--- config.mk ---
export PLATFORM = sky130hd
export DESIGN_NAME = cond_exec_unit_vec
export DESIGN_NICKNAME = d
export VERILOG_FILES = /design/src/rtl/cond_pkg.sv /design/src/rtl/cond_exec_unit_vec_lane_flag_reg.sv /design/src/rtl/cond_exec_unit_vec.sv
export SDC_FILE = /design/constraint.sdc
export NUM_CORES = 1
export LEC_CHECK = 0
export ABC_CLOCK_PERIOD_IN_PS = 3380
export CAP_MARGIN = 40
export CORE_MARGIN = 1.5
export CORE_UTILIZATION = 45
export CTS_BUF_LIST = sky130_fd_sc_hd__clkbuf_8
export CTS_CLUSTER_SIZE = 12
export DETAILED_ROUTE_END_ITERATION = 12
export GPL_TIMING_DRIVEN = 0
export PLACE_DENSITY = 0.89
export SYNTH_ARGS = -nofsm -noshare
export SYNTH_HDL_FRONTEND = slang
export SYNTH_SLANG_ARGS = --single-unit
--- constraint.sdc ---
create_clock -name clk -period 3.38 [get_ports clk]
set_input_delay 0.338 -clock clk [delete_from_list [all_inputs] [get_ports clk]]
set_output_delay 0.338 -clock clk [all_outputs]
set_load 0.02 [all_outputs]
--- src/rtl/cond_pkg.sv ---
// Shared types and helpers for the vector condition unit: NZCV flags,
// ARM condition codes, branch-reduction modes and condition evaluation.
package cond_pkg;

  typedef struct packed {
    logic n;
    logic z;
    logic c;
    logic v;
  } nzcv_t;

  typedef enum logic [3:0] {
    COND_EQ = 4'h0,
    COND_NE = 4'h1,
    COND_CS = 4'h2,
    COND_CC = 4'h3,
    COND_MI = 4'h4,
    COND_PL = 4'h5,
    COND_VS = 4'h6,
    COND_VC = 4'h7,
    COND_HI = 4'h8,
    COND_LS = 4'h9,
    COND_GE = 4'ha,
    COND_LT = 4'hb,
    COND_GT = 4'hc,
    COND_LE = 4'hd,
    COND_AL = 4'he,
    COND_NV = 4'hf
  } cond_t;

  localparam int BR_LANE0 = 0;
  localparam int BR_ANY   = 1;
  localparam int BR_ALL   = 2;

  // 1111 is reserved and never executes.
  function automatic logic eval_cond(input cond_t cond, input nzcv_t f);
    logic r;
    r = 1'b0;
    case (cond)
      COND_EQ: r = f.z;
      COND_NE: r = ~f.z;
      COND_CS: r = f.c;
      COND_CC: r = ~f.c;
      COND_MI: r = f.n;
      COND_PL: r = ~f.n;
      COND_VS: r = f.v;
      COND_VC: r = ~f.v;
      COND_HI: r = f.c & ~f.z;
      COND_LS: r = ~f.c | f.z;
      COND_GE: r = (f.n == f.v);
      COND_LT: r = (f.n != f.v);
      COND_GT: r = ~f.z & (f.n == f.v);
      COND_LE: r = f.z | (f.n != f.v);
      COND_AL: r = 1'b1;
      default: r = 1'b0;
    endcase
    return r;
  endfunction

endpackage

--- src/rtl/cond_exec_unit_vec_lane_flag_reg.sv ---
// One lane's NZCV register with independent NZ / CV write enables and an
// optional bypass that exposes the value being written this cycle.
module lane_flag_reg
  import cond_pkg::*;
#(
  parameter int BYPASS = 1
) (
  input  logic  clk,
  input  logic  rst,
  input  logic  wr_nz,
  input  logic  wr_cv,
  input  nzcv_t alu_flags,
  output nzcv_t flags,
  output nzcv_t flags_d
);

  nzcv_t next_flags;

  always_comb begin
    next_flags = flags;
    if (wr_nz) begin
      next_flags.n = alu_flags.n;
      next_flags.z = alu_flags.z;
    end
    if (wr_cv) begin
      next_flags.c = alu_flags.c;
      next_flags.v = alu_flags.v;
    end
  end

  always_ff @(posedge clk) begin
    if (rst) flags <= '0;
    else     flags <= next_flags;
  end

  assign flags_d = (BYPASS != 0) ? next_flags : flags;

endmodule

--- src/rtl/cond_exec_unit_vec.sv ---
// Vector execute-stage condition unit: per-lane NZCV flags, per-lane
// execute mask, branch condition reduction and the E/M control register.
module cond_exec_unit_vec
  import cond_pkg::*;
#(
  parameter int LANES       = 4,
  parameter int BRANCH_MODE = 0,
  parameter int BYPASS      = 1
) (
  input  logic               clk,
  input  logic               rst,
  input  logic               stall,
  input  logic               flush,
  input  logic               ValidE,
  input  logic               PCSrcE,
  input  logic               RegWriteE,
  input  logic               MemWriteE,
  input  logic               BranchE,
  input  logic [1:0]         FlagWriteE,
  input  logic [3:0]         CondE,
  input  logic [4*LANES-1:0] ALUFlags,
  output logic [4*LANES-1:0] FlagsD,
  output logic [LANES-1:0]   LaneMaskE,
  output logic               BranchTakenE,
  output logic               ValidM,
  output logic               PCSrcM,
  output logic               RegWriteM,
  output logic               MemWriteM,
  output logic [LANES-1:0]   LaneMaskM
);

  logic             go;
  logic             red;
  logic             lane_any;
  logic [LANES-1:0] cond_ex;

  assign go = ValidE & ~flush;

  for (genvar i = 0; i < LANES; i++) begin : g_lane
    nzcv_t stored;
    nzcv_t fd;

    // Flag writes are predicated by the lane's own condition, so a killed
    // or stalled instruction never disturbs the flags.
    lane_flag_reg #(.BYPASS(BYPASS)) u_flags (
      .clk       (clk),
      .rst       (rst),
      .wr_nz     (~stall & FlagWriteE[1] & LaneMaskE[i]),
      .wr_cv     (~stall & FlagWriteE[0] & LaneMaskE[i]),
      .alu_flags (ALUFlags[4*i +: 4]),
      .flags     (stored),
      .flags_d   (fd)
    );

    assign FlagsD[4*i +: 4] = fd;
    assign cond_ex[i]       = eval_cond(cond_t'(CondE), stored);
    assign LaneMaskE[i]     = go & cond_ex[i];
  end

  always_comb begin
    red = 1'b0;
    case (BRANCH_MODE)
      BR_ANY:  red = |cond_ex;
      BR_ALL:  red = &cond_ex;
      default: red = cond_ex[0];
    endcase
    red = red & go;
  end

  assign BranchTakenE = BranchE & red;
  assign lane_any     = |LaneMaskE;

  // ---- E / M stage boundary ----
  always_ff @(posedge clk) begin
    if (rst || (flush && !stall)) begin
      ValidM    <= 1'b0;
      PCSrcM    <= 1'b0;
      RegWriteM <= 1'b0;
      MemWriteM <= 1'b0;
      LaneMaskM <= '0;
    end else if (!stall) begin
      ValidM    <= go;
      PCSrcM    <= PCSrcE & red;
      RegWriteM <= RegWriteE & lane_any;
      MemWriteM <= MemWriteE & lane_any;
      LaneMaskM <= LaneMaskE;
    end
  end

endmodule

-- Word-level counts from Yosys, hierarchy flattened
Cells that the tools add are included.
- register bits after elaboration: 24
- bits of input ports: 31
- output and inout port bits: 29
- word-level logic and storage cells: 113
- equality and inequality tests: 22
- mux-type cells: 12
- bitwise logic cells: 53
- reduce and logical (&&, ||, !) cells: 5
- operators with widths (operator ; number):
    1-bit one-hot mux with 15 select lines ; 4
    4-bit equality test, second input constant ; 7
    1-bit bitwise AND ; 27
    1-bit NOT ; 18
    4-bit by 3-bit equality test with 1-bit output, second input constant ; 4
    2-bit 2-to-1 mux ; 8
    4-bit by 2-bit equality test with 1-bit output, second input constant ; 2
    1-bit bitwise OR ; 8
    1-bit equality test ; 4
    4-bit by 1-bit equality test with 1-bit output, second input constant ; 1
    4-bit logical NOT ; 1
    1-bit inequality test ; 4
    4-bit OR reduction ; 1
    1-bit logical AND ; 1
    1-bit logical NOT ; 1
    1-bit logical OR ; 1

-- Depth between registers and ports, before layout
Gate-level depths: netlist of the first run.
- depth in word-level cells: 6
- gate-level depth with buffers: 8
- depth with buffers taken out: 6

-- By module
From an unflattened synthesis of the first run, not the netlist that was laid out.
- cells, all modules: 191
- area, all modules: 1685.4 µm²
- modules (own cells, without submodules) (module ; times used ; cells each ; area an instance (µm²) ; seq. area each (µm²)):
    cond_exec_unit_vec ; 1 ; 143 ; 1009.7 ; 160.2
    lane_flag_reg ; 4 ; 12 ; 168.9 ; 80.1

-- Least setup slack after synthesis of the first run
Ideal clock, no wire load.
- kind: input port to output port
- from: input CondE[1]
- to: output FlagsD[12]
- arrival: 1925 ps
- required time: 3042 ps
- setup slack: 1117 ps
- stages: 5
- buffers on the path: 1
- cell sequence: clkbuf_2 -> or3_4 -> o32a_1 -> a41oi_1 -> mux2_2
- cells in the longest elaborated chain, start to end: 5
- elaborated cells between the ends (all ways): 19
- those cells by class: eq/ne (14); mux (2); bitwise (2); reduce/logical (1)
- ends and longest elaborated chain (element ; line ; source):
    start: declaration ; cond_exec_unit_vec.sv:20 ; input logic [3:0] CondE,
    4-bit equality test (tied with other cells) ; cond_pkg.sv:39 ; case (cond)
    1-bit one-hot mux with 15 select lines * ; cond_pkg.sv:39 ;
    1-bit bitwise AND * ; cond_exec_unit_vec.sv:57 ; assign LaneMaskE[i] = go & cond_ex[i];
    1-bit bitwise AND * ; cond_exec_unit_vec.sv:49 ; .wr_cv (~stall & FlagWriteE[0] & LaneMaskE[i]),
    2-bit 2-to-1 mux * ; cond_exec_unit_vec_lane_flag_reg.sv:25 ; if (wr_cv) begin
    end: declaration ; cond_exec_unit_vec.sv:22 ; output logic [4*LANES-1:0] FlagsD,
Mark *: on every way between the ends. The rest lies on a longest branch, timed or not.

-- Worst setup path after layout of the first run
- from: input CondE[2]
- to: output FlagsD[15]
- cells in the longest elaborated chain, start to end: 5
- elaborated cells between the ends (all ways): 19
- those cells by class: eq/ne (14); mux (2); bitwise (2); reduce/logical (1)
- ends and longest elaborated chain (element ; line ; source):
    4-bit equality test (tied with other cells) ; cond_pkg.sv:39 ;
    1-bit one-hot mux with 15 select lines * ; cond_pkg.sv:39 ;
    1-bit bitwise AND * ; cond_exec_unit_vec.sv:57 ;
    1-bit bitwise AND * ; cond_exec_unit_vec.sv:48 ; .wr_nz (~stall & FlagWriteE[1] & LaneMaskE[i]),
    2-bit 2-to-1 mux * ; cond_exec_unit_vec_lane_flag_reg.sv:21 ; if (wr_nz) begin
Marked as above.

==> flow_summary.ini, run 1 <==
[route]
drt-total-wl_um = 4820
met1_length_um = 2120
remaining_drc_errors = 0
route.met3.wl_um = 337
wl_per_cell_um = 15.3
drt_iter0_markers = 139
dr_wl_met2_um = 2280
vias = 1849
ant_nets = 0
via_per_inst = 5.85
drtPass1Iterations = 4
highest_layer = met4

[yosys]
synth_fa_ha_area_share_pct = 0
synth.distinct_cells = 64
synth_top_family_by_area = simple AND/OR/NAND/NOR gates
synthSimpleGateAreaFrac_pct = 26.6
synthCells = 206
synth-seq-area-share_pct = 26.3
synth_flop_cell = dfxtp_1
ys_async_sr_fraction_pct = 0
synth.avg_cell_area_um2 = 8.87
synth_warnings = 0
synth-compound-area-share_pct = 24.2
synth_edf_count = 0
ys_ff_latch = 24
synth_mux_area_share_pct = 11.8
synth_nets = 237
syn_area_um2 = 1830
yosys.area_share.xor_xnor_pct = 4.79

[sta]
drv_slew = 0
fin_crit_sh_pct = 99.9
worstMarginPinSlew_ns = 0.409
max_freq_mhz = 296
setup_viol = 0
finClkSkew_ns = 0.00326
relSlewSlack_pct = 72.0
fin_crit_ns = 3.38
rsz0062_at_grt = true
final-hold-violation-count = 0

[critical_path]
crit_type = primary input to output pin
required_ns = 3.04
endpoint_kind = output pin
cp_max_fo = 10
critPathArrivalTime_ns = 3.04
cp-start-kind = primary input

[die]
dieArea_um2 = 4450
core_area_um2 = 3770
initial_core_util_pct = 48.5
dieWidth_um = 66.7
rows = 22
die_y_um = 66.7
ios = 60

[final_layout]
multi_input_area_um2 = 1270
final_core_util_pct = 67.7
regArea_um2 = 480
nets = 301
n_fill_cell = 296
layout_common_cells = clkdlybuf4s50_1, dfxtp_1, nor2b_1, nand2_1
layout_commonest_cell = clkdlybuf4s50_1
area_delta_synth_final_pct = 39.6
drive_gt1_share_pct = 17.5
n_antenna_cell = 0

[status]
outcome = complete, no violations

[grt]
grt_antenna_before_repair = 0
globalRoute.totalOverflow = 0
grt_pass1_vias = 1773
grt_pass1_wl_um = 7980
track_usage_pct = 23.1
grt_start_max_net_pins = 13

[power_and_ir_drop]
finalPower_w = 0.000656
power_density_nw_per_um2 = 257
leakage_nw = 0.959
vdd_drop_max_v = 0.000184

[cts]
cts_buffer_depth = 2
cts_tree = built
numClockSinks = 24
clkTransAtPathRegs_ns = 0.08
cts_buffers = 3
root_buffer = clkbuf_8
clock_latency_ns = 0.28
htree_levels = 1

[placement]
io_buffers = 58
gp_congestion = 0.907
hpwl_um = 3670

[worst_hold_path]
hp-class = flop to flop

[job]
maxCapViolations = 0
## cells in the mapped netlist, types with 5 or more instances
master / n / share of area, %
dfxtp_1: 24 / 26
nand2_1: 17 / 3.5
nor2b_1: 17 / 5.8
a21oi_1: 10 / 2.7
mux2_2: 8 / 4.9
mux2i_1: 8 / 4.4
o21ai_1: 8 / 2.2
nor2_1: 7 / 1.4
xnor2_1: 7 / 3.4
nand3_1: 6 / 1.6
a31oi_1: 5 / 1.7
and2_1: 5 / 1.7
## metrics by stage
stage	setup TNS, ns	hold slack, ns	instance area (um^2)	std cells	setup slack [ns]
final	0	0.453	2550	316	0.00351
after global placement	-0.699	0.444	2470	312	-0.103
after floorplan	0	0.410	1830	206	1.12
after global routing	-0.354	0.491	2550	316	-0.0690
after CTS	0	0.456	2520	315	0.0305
after detailed placement	-0.809	0.442	2470	312	-0.109
## flip-flops by register name (all words and copies together), names as in the netlist
name	count
g_lane.u_flags.flags	16
LaneMaskM	4
MemWriteM	1
PCSrcM	1
RegWriteM	1
ValidM	1
## logic make-up (layout without fill, tap and decap cells)
group	Yosys count	count (layout)
muxes	20	20
AOI/OAI and AO/OA	55	55
buffers and inverters	17	79
DFF	24	24
xor gates and xnor gates	10	10
and+or+nand+nor	80	80
## worst max-delay path, cell delays in order
cell and delay [ns]:
clkdlybuf4s50_1 0.47, buf_4 0.21, buf_2 0.19, a2111oi_0 0.43, o21ai_1 0.19, a41oi_1 0.28, mux2_2 0.39, clkdlybuf4s50_1 0.54
## area by class of cell
class                      count  share of cell area, %
tap                           48                   2.35
timing repair buffer          59                   23.1
multi-input combinational    165                   49.6
buffer                        14                   4.07
clock buffer                   3                   1.62
inverter                       3                  0.441
sequential                    24                   18.8
## repair_timing
item / CTS / global route
hold buffers: 0 / 0
endpoints found under the hold margin: 0 / 0
resized for setup: 3 / 7
setup endpoints to repair: 13 / 18
pin swaps: 0 / 1
buffers inserted: 0 / 1
## final timing paths
path | slack [ns] | start | to | cells after the start
max | 0.004 | CondE[2] | FlagsD[15] | 8
min | 0.45 | MemWriteM | MemWriteM | 2
max reg2reg | 1.23 | g_lane[0].u_flags.flags[3] | g_lane[0].u_flags.flags[3] | 6
min reg2reg | 0.45 | MemWriteM | MemWriteM | 2
## report_power, final
group	total, W	internal [W]	switching (W)	leakage, nW
Sequential	0.000291	0.000287	0.00000406	0.194
Combinational	0.000191	0.0000966	0.0000940	0.743
Clock	0.000174	0.0000801	0.0000943	0.0216
## metal layers
layer  track usage [%]  vias to the layer above
met4              8.16                        0
met5                 0                        -
li1                  -                      901
met2              37.5                       81
met3              4.39                        9
met1              30.3                      858
Power figures use the tool's default switching activity.
==> run 2: changes to the inputs <==
Settings changed: PLACE_DENSITY 0.89 to 0.86, REMOVE_ABC_BUFFERS set to 1.
==> run 2 against run 1 <==
Global-route usage down 1.5 points. Clock skew up 0.0025 ns. Via count down 5.0%. Clock power up 47%. Worst setup slack better by 0.13 ns. Critical endpoint is now FlagsD[12]. Final area down 2.8%. Wire length down 6.7%. Sequential cell count unchanged. Critical path depth down 1.
==> flow_summary.ini, run 2 (same netlist as run 1, synthesis figures left out) <==
[status]
outcome = complete, no violations

[final_layout]
nets = 289
final_core_util_pct = 65.8
layout_common_cells = clkdlybuf4s50_1, dfxtp_1, nor2b_1, nand2_1, a21oi_1
layout_commonest_cell = clkdlybuf4s50_1
regArea_um2 = 480
area_delta_synth_final_pct = 35.7
fin_cells = 305
largestRegisters = g_lane.u_flags.flags: 16 flops, LaneMaskM: 4 flops
regMostFlops = g_lane.u_flags.flags
largest_register_ffs = 16
multi_input_area_um2 = 1240
drive_gt1_share_pct = 14.8
n_fill_cell = 314
n_antenna_cell = 0

[cts]
cts_buffer_depth = 2
cts_tree = built
clkTransAtPathRegs_ns = 0.08
cts_buffers = 3
holdBufCountCts = 0
htree_levels = 1
clock_latency_ns = 0.28
numClockSinks = 24
root_buffer = clkbuf_8

[sta]
max_freq_mhz = 308
drv_slew = 0
worstMarginPinSlew_ns = 0.493
rsz0062_at_grt = false
setup_viol = 0
fin_crit_sh_pct = 96.0
relSlewSlack_pct = 67.1
holdWs_ns = 0.453
fin_setup_tns_ns = 0
final-hold-violation-count = 0
finClkSkew_ns = 0.00580
fin_crit_ns = 3.24

[die]
rows = 22
ios = 60
initial_core_util_pct = 48.5
die_y_um = 66.7
dieArea_um2 = 4450
dieWidth_um = 66.7
core_area_um2 = 3770

[critical_path]
critPathArrivalTime_ns = 2.91
endpoint_kind = output pin
cp_max_fo = 26
cp-start-kind = primary input
crit_type = primary input to output pin
required_ns = 3.04

[grt]
grt_pass1_vias = 1618
globalRoute.totalOverflow = 0
track_usage_pct = 21.6
grt_pass1_wl_um = 7400
grt_antenna_before_repair = 0
grt_start_max_net_pins = 27

[route]
remaining_drc_errors = 0
drt_iter0_markers = 125
drt-total-wl_um = 4500
wl_per_cell_um = 14.7
via_per_inst = 5.76
drtPass1Iterations = 4
vias = 1756
ant_nets = 0

[placement]
post-place-cells = 301
hpwl_um = 3280
io_buffers = 59
gp_congestion = 0.783

[worst_hold_path]
hp-class = flop to flop

[power_and_ir_drop]
power_density_nw_per_um2 = 291
leakage_nw = 0.913
finalPower_w = 0.000723
vdd_drop_max_v = 0.000210

[job]
maxCapViolations = 0
[run 2: changes by cell type in the layout (fill, tap and decap cells not counted), sizes merged]
cell and change:
clkdlybuf4s15 +3, clkdlybuf4s50 -1, dlymetal6s2s -1, bufinv +1, clkbuf -3, buf -9
dlygate4sd2 -1
[run 2: cell type report]
class                   count  area share, %
multi-input cells         165           49.9
repair buffers             61           25.0
flip-flops and latches     24           19.4
well taps                  48           2.42
clock buffers               3           1.66
clock inverters             1           1.21
inverters                   3          0.504
[run 2: path summary, 6_finish.rpt]
path	start	to	slack, ns	depth (start not counted)
setup / recovery	CondE[3]	FlagsD[12]	0.14	7
hold / removal	MemWriteM	MemWriteM	0.45	2
setup reg to reg	g_lane[1].u_flags.flags[3]	MemWriteM	1.21	6
hold reg to reg	MemWriteM	MemWriteM	0.45	2
[run 2: metrics by stage]
step	worst slack (ns)	cell area, um^2
after detailed placement	-0.446	2400
after global placement	-0.522	2370
after global routing	0.00914	2480
after floorplan	1.15	1720
after CTS	0.0616	2480
final	0.136	2480
[run 2: layer usage]
metal  vias up  wire length (um)  part of all wire [%]  global-route usage, %
met4         0                41                  0.91                   7.91
met5         -                 0                     0                      0
li1        872                 -                     -                      -
met2        60              2200                    49                   35.6
met1       822              1950                    43                   27.5
met3         2               306                   6.8                   4.56
[run 2: repair_timing]
| item | in CTS | in global routing |
|---|---|---|
| setup buffers | 0 | 0 |
| endpoints found under the setup margin | 21 | 13 |
| resized for setup | 11 | 3 |
[run 2: report_power, final]
group	internal, W	leakage, nW	switching, W
sequential	0.000287	0.194	0.00000402
clock	0.000159	0.0357	0.0000978
combinational	0.0000880	0.684	0.0000878
total	0.000534	0.913	0.000190
[run 2: worst max-delay path, stage by stage]
cell	delay (ns)
clkdlybuf4s15_2	0.49
inv_2	0.10
or3_4	0.37
o32a_1	0.37
a41oi_1	0.31
mux2_2	0.38
clkdlybuf4s50_1	0.54
==> run 3: changes to the inputs <==
Settings changed: ABC_CLOCK_PERIOD_IN_PS 3380 to 2630, CAP_MARGIN 40 to 20, CORE_UTILIZATION 45 to 43.
Clock period 3.38 ns to 2.63 ns, I/O delays scaled along.
==> run 3 against run 2 <==
Clock-buffer cell count stayed put. Final cell count is 2.0% higher. Global-route usage is 0.55 points lower. Non-clock buffer count is 5 higher. Combinational power is 36% higher. Hold slack better by 0.0032 ns. Register-to-register slack worse by 0.80 ns. Final area is 2.8% higher. Sequential cell count stayed put.
==> flow_summary.ini, run 3 (same netlist as run 1, synthesis figures left out) <==
[final_layout]
regMostFlops = g_lane.u_flags.flags
largest_register_ffs = 16
multi_input_area_um2 = 1360
largestRegisters = g_lane.u_flags.flags: 16 flops, LaneMaskM: 4 flops
n_antenna_cell = 0
fin_cells = 311
final_core_util_pct = 62.9
drive_gt1_share_pct = 25.7
area_delta_synth_final_pct = 39.6
regArea_um2 = 487
nets = 294
n_fill_cell = 360
layout_commonest_cell = clkdlybuf4s50_1
layout_common_cells = clkdlybuf4s50_1, dfxtp_1, nor2b_1, nand2_1, dlygate4sd2_1

[critical_path]
cp_slowest_cell = a2111o_1
critPathArrivalTime_ns = 2.35
required_ns = 2.37
worstReg2RegEnd = MemWriteM
cpPeakStageDelay_ns = 0.46
crit_type = flop to output pin
cp-start-kind = flop
cp_cell_sequence = xnor2_4 > or3_1 > a32o_2 > a2111o_1 > buf_4 > nand3_1 > nand2_1 > buf_2
reg2reg_from = g_lane[1].u_flags.flags[3]
endpoint_kind = output pin
cp_max_fo = 4
r2r_slack_ns = 0.41
reg2regPathDepth = 7

[route]
drt_iter0_markers = 92
wl_per_cell_um = 15.1
drtPass1Iterations = 4
ant_nets = 0
via_per_inst = 5.68
remaining_drc_errors = 0
drt-total-wl_um = 4700
vias = 1766

[sta]
fin_crit_sh_pct = 99.4
setup_viol = 0
drv_slew = 0
setup_ws_ns = 0.0159
worstMarginPinSlew_ns = 0.898
relSlewSlack_pct = 40.0
fin_crit_ns = 2.61
max_freq_mhz = 383
final-hold-violation-count = 0
fin_setup_tns_ns = 0
rsz0062_at_grt = true
finClkSkew_ns = 0.00469

[power_and_ir_drop]
finalPower_w = 0.000841
power_density_nw_per_um2 = 330
leakage_nw = 1.02
vdd_drop_max_v = 0.000229

[job]
maxCapViolations = 0

[grt]
grt_pass1_vias = 1543
grt_start_max_net_pins = 33
track_usage_pct = 21.0
globalRoute.totalOverflow = 0
grt_pass1_wl_um = 7420
grt_antenna_before_repair = 0

[die]
die_y_um = 68.2
initial_core_util_pct = 45.1
ios = 60
core_area_um2 = 4060
dieWidth_um = 68.2
dieArea_um2 = 4650
rows = 23

[placement]
hpwl_um = 3260
post-place-cells = 301
gp_congestion = 0.812
pre_cts_slack_ns = -1.15
io_buffers = 59

[worst_hold_path]
hp-start = LaneMaskM[2]
whs_path_depth = 2
hp-class = flop to flop
whs_endpoint = LaneMaskM[2]

[cts]
clkTransAtPathRegs_ns = 0.09
cts_buffer_depth = 2
root_buffer = clkbuf_8
clock_latency_ns = 0.28
cts_buffers = 3
cts_tree = built
numClockSinks = 24
htree_levels = 1

[status]
outcome = complete, no violations
==> run 3: cell count changes in the layout (fill, tap and decap cells not counted), moves of 3 or more <==
| cell | delta |
|---|---|
| a31oi_1 | -3 |
| xnor2_1 | -3 |
| dfxtp_1 | -3 |
| clkdlybuf4s50_1 | -21 |
| buf_4 | +12 |
| clkdlybuf4s15_2 | -3 |
| dlygate4sd2_1 | +14 |
==> run 3: stage by stage <==
step	area, um^2	hold WS (ns)
6_report	2550	0.456
2_1_floorplan	1720	0.332
3_3_place_gp	2380	0.440
3_5_place_dp	2380	0.447
5_1_grt	2550	0.478
4_1_cts	2510	0.459
==> run 3: metal layers <==
layer | vias up | wire, um | GRT usage, %
li1 | 888 | - | -
met1 | 828 | 2100 | 28.1
met4 | 0 | 62 | 8.50
met3 | 5 | 210 | 3.45
met2 | 45 | 2330 | 33.5
met5 | - | 0 | 0
==> run 3: what timing repair did <==
item                                    CTS  global route
pin swaps                                 7             3
endpoints found under the setup margin   41            14
hold buffers                              0             0
setup buffers                             7             0
gates resized for setup                  70            19
==> run 3: worst max path at each step <==
stage,startpoint,endpoint,slack (ns),cells after the start
floorplan,g_lane[0].u_flags.flags[3],BranchTakenE,0.48,5
CTS,g_lane[0].u_flags.flags[3],FlagsD[1],-0.05,7
global route,g_lane[1].u_flags.flags[3],FlagsD[5],-0.06,8
global placement,CondE[2],FlagsD[12],-1.08,7
finish,g_lane[1].u_flags.flags[3],FlagsD[7],0.02,8
detailed placement,CondE[2],FlagsD[13],-1.15,7
==> run 3: cell type report <==
type	instances	share of cell area, %
clock buffers	3	1.62
well taps	50	2.45
inverters	3	0.490
flip-flops and latches	24	19.1
multi-input cells	165	53.1
repair buffers	66	23.2
==> run 3: where the power goes <==
group          total [W]  switching (W)  internal [W]
Sequential      0.000374     0.00000573      0.000368
Clock           0.000228       0.000125      0.000103
Combinational   0.000239       0.000123      0.000117
Total           0.000841       0.000253      0.000588
==> run 3: worst max-delay path, delay by kind of cell, from the launching register on <==
kind,cells,cell delay (ns)
simple gates,3,0.45
flops,1,0.38
buf+inv,2,0.31
xor+xnor,1,0.15
compound gates,2,0.76
